<file path="src/rtl/alu_share_arbiter.sv">
// Round-robin arbiter that shares one combinational ALU between two requesters.
// It latches the winning operation, drives the ALU for one cycle and returns the result over a valid/ready channel.
module alu_share_arbiter #(
   parameter int DW = 32,
   parameter int CW = 5
) (
   input  logic          clk,
   input  logic          rst_n,
   input  logic          req0_valid,
   output logic          req0_ready,
   input  logic [CW-1:0] req0_code,
   input  logic [DW-1:0] req0_a,
   input  logic [DW-1:0] req0_b,
   input  logic          req1_valid,
   output logic          req1_ready,
   input  logic [CW-1:0] req1_code,
   input  logic [DW-1:0] req1_a,
   input  logic [DW-1:0] req1_b,
   output logic          rsp0_valid,
   input  logic          rsp0_ready,
   output logic [DW-1:0] rsp0_result,
   output logic          rsp0_err,
   output logic          rsp1_valid,
   input  logic          rsp1_ready,
   output logic [DW-1:0] rsp1_result,
   output logic          rsp1_err,
   output logic [CW-1:0] alu_code,
   output logic [DW-1:0] alu_a,
   output logic [DW-1:0] alu_b,
   input  logic [DW-1:0] alu_result
);

   typedef enum logic [1:0] {IDLE, EXEC, RESP} state_t;

   state_t        state_q, state_d;
   logic          last_q;
   logic          owner_q;
   logic          illegal_q;
   logic          err_q;
   logic [CW-1:0] code_q;
   logic [DW-1:0] a_q, b_q, result_q;

   logic          grant_sel;
   logic          accept;
   logic [CW-1:0] sel_code;
   logic [DW-1:0] sel_a, sel_b;

   // Codes the result mux decodes: 0x00-0x08 and 0x10-0x14.
   function automatic logic is_legal(input logic [CW-1:0] code);
      return (code <= CW'(8)) || ((code >= CW'(16)) && (code <= CW'(20)));
   endfunction

   // On a tie the requester not served last wins.
   always_comb begin
      grant_sel = 1'b0;
      if (req0_valid && req1_valid)
         grant_sel = ~last_q;
      else
         grant_sel = req1_valid;
      accept   = (state_q == IDLE) && rst_n && (req0_valid || req1_valid);
      sel_code = grant_sel ? req1_code : req0_code;
      sel_a    = grant_sel ? req1_a : req0_a;
      sel_b    = grant_sel ? req1_b : req0_b;
   end

   assign req0_ready = accept && !grant_sel;
   assign req1_ready = accept && grant_sel;

   always_comb begin
      state_d = state_q;
      case (state_q)
         IDLE:    if (accept) state_d = EXEC;
         EXEC:    state_d = RESP;
         RESP:    if (owner_q ? rsp1_ready : rsp0_ready) state_d = IDLE;
         default: state_d = IDLE;
      endcase
   end

   always_ff @(posedge clk or negedge rst_n) begin
      if (!rst_n) begin
         state_q   <= IDLE;
         last_q    <= 1'b1;
         owner_q   <= 1'b0;
         illegal_q <= 1'b0;
         err_q     <= 1'b0;
         code_q    <= '0;
         a_q       <= '0;
         b_q       <= '0;
         result_q  <= '0;
      end else begin
         state_q <= state_d;
         if (accept) begin
            code_q    <= sel_code;
            a_q       <= sel_a;
            b_q       <= sel_b;
            owner_q   <= grant_sel;
            last_q    <= grant_sel;
            illegal_q <= !is_legal(sel_code);
         end
         // An illegal code never lets the undecoded mux output escape.
         if (state_q == EXEC) begin
            result_q <= illegal_q ? '0 : alu_result;
            err_q    <= illegal_q;
         end
      end
   end

   assign alu_code    = code_q;
   assign alu_a       = a_q;
   assign alu_b       = b_q;
   assign rsp0_valid  = (state_q == RESP) && !owner_q;
   assign rsp1_valid  = (state_q == RESP) && owner_q;
   assign rsp0_err    = err_q && rsp0_valid;
   assign rsp1_err    = err_q && rsp1_valid;
   assign rsp0_result = result_q;
   assign rsp1_result = result_q;

endmodule

</file>
<file path="config.mk">
export PLATFORM = sky130hd
export DESIGN_NAME = alu_share_arbiter
export DESIGN_NICKNAME = d
export VERILOG_FILES = /design/src/rtl/alu_share_arbiter.sv
export SDC_FILE = /design/constraint.sdc
export NUM_CORES = 1
export LEC_CHECK = 0
export ABC_AREA = 1
export BUFFER_PORTS_ARGS = -buffer_cell sky130_fd_sc_hd__clkbuf_2
export CORE_AREA = 2 2 122 124
export CTS_CLUSTER_DIAMETER = 30
export DETAILED_ROUTE_END_ITERATION = 12
export DIE_AREA = 0 0 124 126
export PLACE_DENSITY = 0.66
export SLEW_MARGIN = 40
export SYNTH_ARGS = -nofsm -noshare
export SYNTH_HDL_FRONTEND = slang
export SYNTH_SLANG_ARGS = --single-unit
</file>
<file path="constraint.sdc">
create_clock -name clk -period 1.75 [get_ports clk]
set_input_delay 0.35 -clock clk [delete_from_list [all_inputs] [get_ports clk]]
set_output_delay 0.35 -clock clk [all_outputs]
set_load 0.01 [all_outputs]
</file>
==> key figures <==
Pwr
  • Power density over the cells: 1650 nW/µm²
  • Worst vdd ir: 693 µV
  • Lkg Pwr: 3.82 nW

Yosys
  • Sequential area share after synthesis: 57.0%
  • Yosys warning count: 0
  • Most frequent cell after synthesis: nand2_1
  • Syn avg cell area: 8.93 µm²
  • Synth top area cells: dfrtp_1 (56%), nand2_1 (18%), nand3_1 (7.1%)
  • FF+latch count, synth: 107
  • Largest area contributor in the netlist: dfrtp_1
  • Yosys top cell area share: 56.5%
  • Synth cell types: 19
  • Post-synth EDFFs: 0
  • Async SR Flop Fraction: 100%
  • Cell area after synthesis: 4700 µm²
  • Main synth FF type: dfrtp_1
  • Synthesized net count: 702
  • Synth Instances: 526
  • Post-synth top cells: nand2_1 (223), dfrtp_1 (106), nand3_1 (67)

Setup path
  • Most used cell, CP: nand2_2
  • Arr. time, crit path: 1.42 ns
  • Buffers plus inverters on the worst setup path: 3
  • Biggest cell delay along the critical path: 0.54 ns
  • CP endpoint kind: output port
  • CP Launch Type: register
  • Crit path max-delay family: flip-flops
  • CP Class: reg2out
  • Critical Path, Cell by Cell: nand2_2 > nand2_2 > inv_2 > nor2_4 > buf_12 > buf_8
  • Crit path max fanout: 2
  • CP Data Required Time: 1.40 ns
  • Slowest-stage cell, CP: dfstp_2

Global routing
  • Global-route wire length before repair: 21800 µm
  • Number of global-route vias before repair: 4390
  • Overall Global Routing Usage: 18.2%
  • Initial antenna violation count: 0
  • GRT Residual Overflow: 0
  • Largest net degree at the start of global routing: 108

STA
  • FMAX: 564 MHz
  • Max-slew headroom: 57.4%
  • Max-slew violations: 0
  • Final worst setup slack: -0.0239 ns
  • Final setup viols: 1
  • Final Hold Viols: 0
  • Worst-margin pin slew: 0.639 ns
  • Post-route clock period utilization: 101%
  • RSZ-0062 raised after global routing: yes
  • Setup Skew: 0.00898 ns
  • Final min period: 1.77 ns

Job
  • Max-Cap Viols: 0

Final layout
  • Fillers: 1406
  • Fin area: 6720 µm²
  • Nets@finish: 987
  • Layout cells sized above 1: 44.7%
  • Layout area overhead: 43.0%
  • ANT cells: 0

Drt
  • Routed WL: 14200 µm
  • Vias per inst: 4.55
  • DRC: 0
  • WL per Instance: 14.2 µm
  • Vias: 4543
  • DR iter-0 viols: 207
  • Final ANT Viol Nets: 0
  • Drt pass-1 iters: 4

Die
  • Core Region: 14300 µm²
  • Initial Util: 32.8%
  • Die area: 15600 µm²
  • Top-level port count: 315
  • Rows: 44
  • Die Ht: 126 µm
  • DIE WIDTH: 124 µm

Clock tree
  • Clock sinks: 107
  • Htree depth: 3
  • CTS tree: yes
  • Largest buffer count on any clock path: 2
  • Hold-fix buffers, CTS: 0
  • Clk pin slew, worst setup/hold paths: 0.07 ns
  • TritonCTS buffer count: 9
  • Clock root buffer: clkbuf_16
  • Clk Latency, worst-skew pair: 0.35 ns

Placed design
  • Detailed Place HPWL: 10400 µm
  • Placed inst area: 6260 µm²
  • Gpl congestion: 0.813
  • Placement Setup Slack: 0.0632 ns
  • IO Port Bufs: 314

Run status
  • Status: finished with violations
  • Failing checks: negative setup slack

Hold path
  • Worst min path class: in2async
-- through the flow --
step                std cells  utilization, %  hold WS (ns)  power (mW)  setup TNS (ns)
finish                    999            46.9        0.0777        11.1         -0.0239
detailed placement        977            43.7         0.470        8.70               0
global placement          977            43.7         0.469        8.66               0
CTS                       998            46.8         0.101        11.2         -0.0481
floorplan                 526               -        0.0544        6.89               0
global route              999            46.9         0.122        11.9          -0.194
-- placed cells by master, fill, tap and decap left out, types with 5 or more instances in the layout --
cell type and instances:
a22o_1 32, nand2_1 221, inv_1 11, inv_2 5
buf_4 16, dfrtp_1 106, clkbuf_2 310, nand3_1 67
nor2_1 6, clkbuf_16 9
-- what timing repair did --
action | in CTS | in global routing
endpoints found under the setup margin | 3 | 17
setup buffers | 5 | 2
resized for setup | 5 | 7
pin swaps | 3 | 4
gates cloned | 1 | 0
-- final cells by class --
class / instances / area, µm² / share of cell area (%)
Clock buffer: 11 / 253 / 3.76
Clock inverter: 4 / 97.6 / 1.45
Inverter: 16 / 60.1 / 0.894
Multi-Input combinational cell: 343 / 1590 / 23.7
Sequential cell: 107 / 2680 / 39.9
Tap cell: 184 / 230 / 3.43
Timing Repair Buffer: 334 / 1800 / 26.9
-- worst register-to-register path, delay by kind of cell (launching register included) --
kind / cells / cell delay [ns]
buffers and inverters: 4 / 0.56
DFF: 1 / 0.54
and+or+nand+nor: 5 / 0.43
-- sequential cells by signal, summed over array words and instances (netlist names) --
name and flops:
err_q 1, last_q 1, illegal_q 1, rsp0_result 32, alu_code 5, owner_q 1
alu_a 32, alu_b 32, state_q 2
-- routing by layer --
layer	share of wire, %	vias up	GRT usage, %
li1	-	2229	-
met1	41	2076	21.9
met2	48	214	30.7
met3	8.4	24	4.85
met4	2.3	0	7.67
met5	0	-	0
-- final timing paths --
kind | startpoint | end | slack [ns] | cells past startpoint
max | last_q$_DFFE_PN1P_ | req0_ready | -0.02 | 6
min reg2reg | last_q$_DFFE_PN1P_ | last_q$_DFFE_PN1P_ | 0.48 | 2
max reg2reg | last_q$_DFFE_PN1P_ | alu_b[20]$_DFFE_PN0P_ | 0.16 | 9
min in group clk | req0_b[24] | alu_b[24]$_DFFE_PN0P_ | 0.21 | 3
max in group asynchronous | rst_n | rsp0_result[5]$_DFFE_PN0N_ | 1.25 | 2
min | rst_n | alu_b[10]$_DFFE_PN0P_ | 0.08 | 2
-- cells by family after synthesis --
kind of cell	count (synthesis)	synth area share [%]
and+or+nand+nor	304	26.4
AOI/OAI and AO/OA	39	6.79
DFF	107	57.0
buffers and inverters	76	9.78
-- where the power goes --
| part | switching, mW | internal (mW) | total (mW) |
|---|---|---|---|
| clock network | 0.886 | 1.47 | 2.36 |
| logic | 2.46 | 1.97 | 4.43 |
| registers | 0.704 | 3.58 | 4.29 |
| total | 4.05 | 7.02 | 11.1 |
Note: power is estimated with default switching activity, not from simulation.
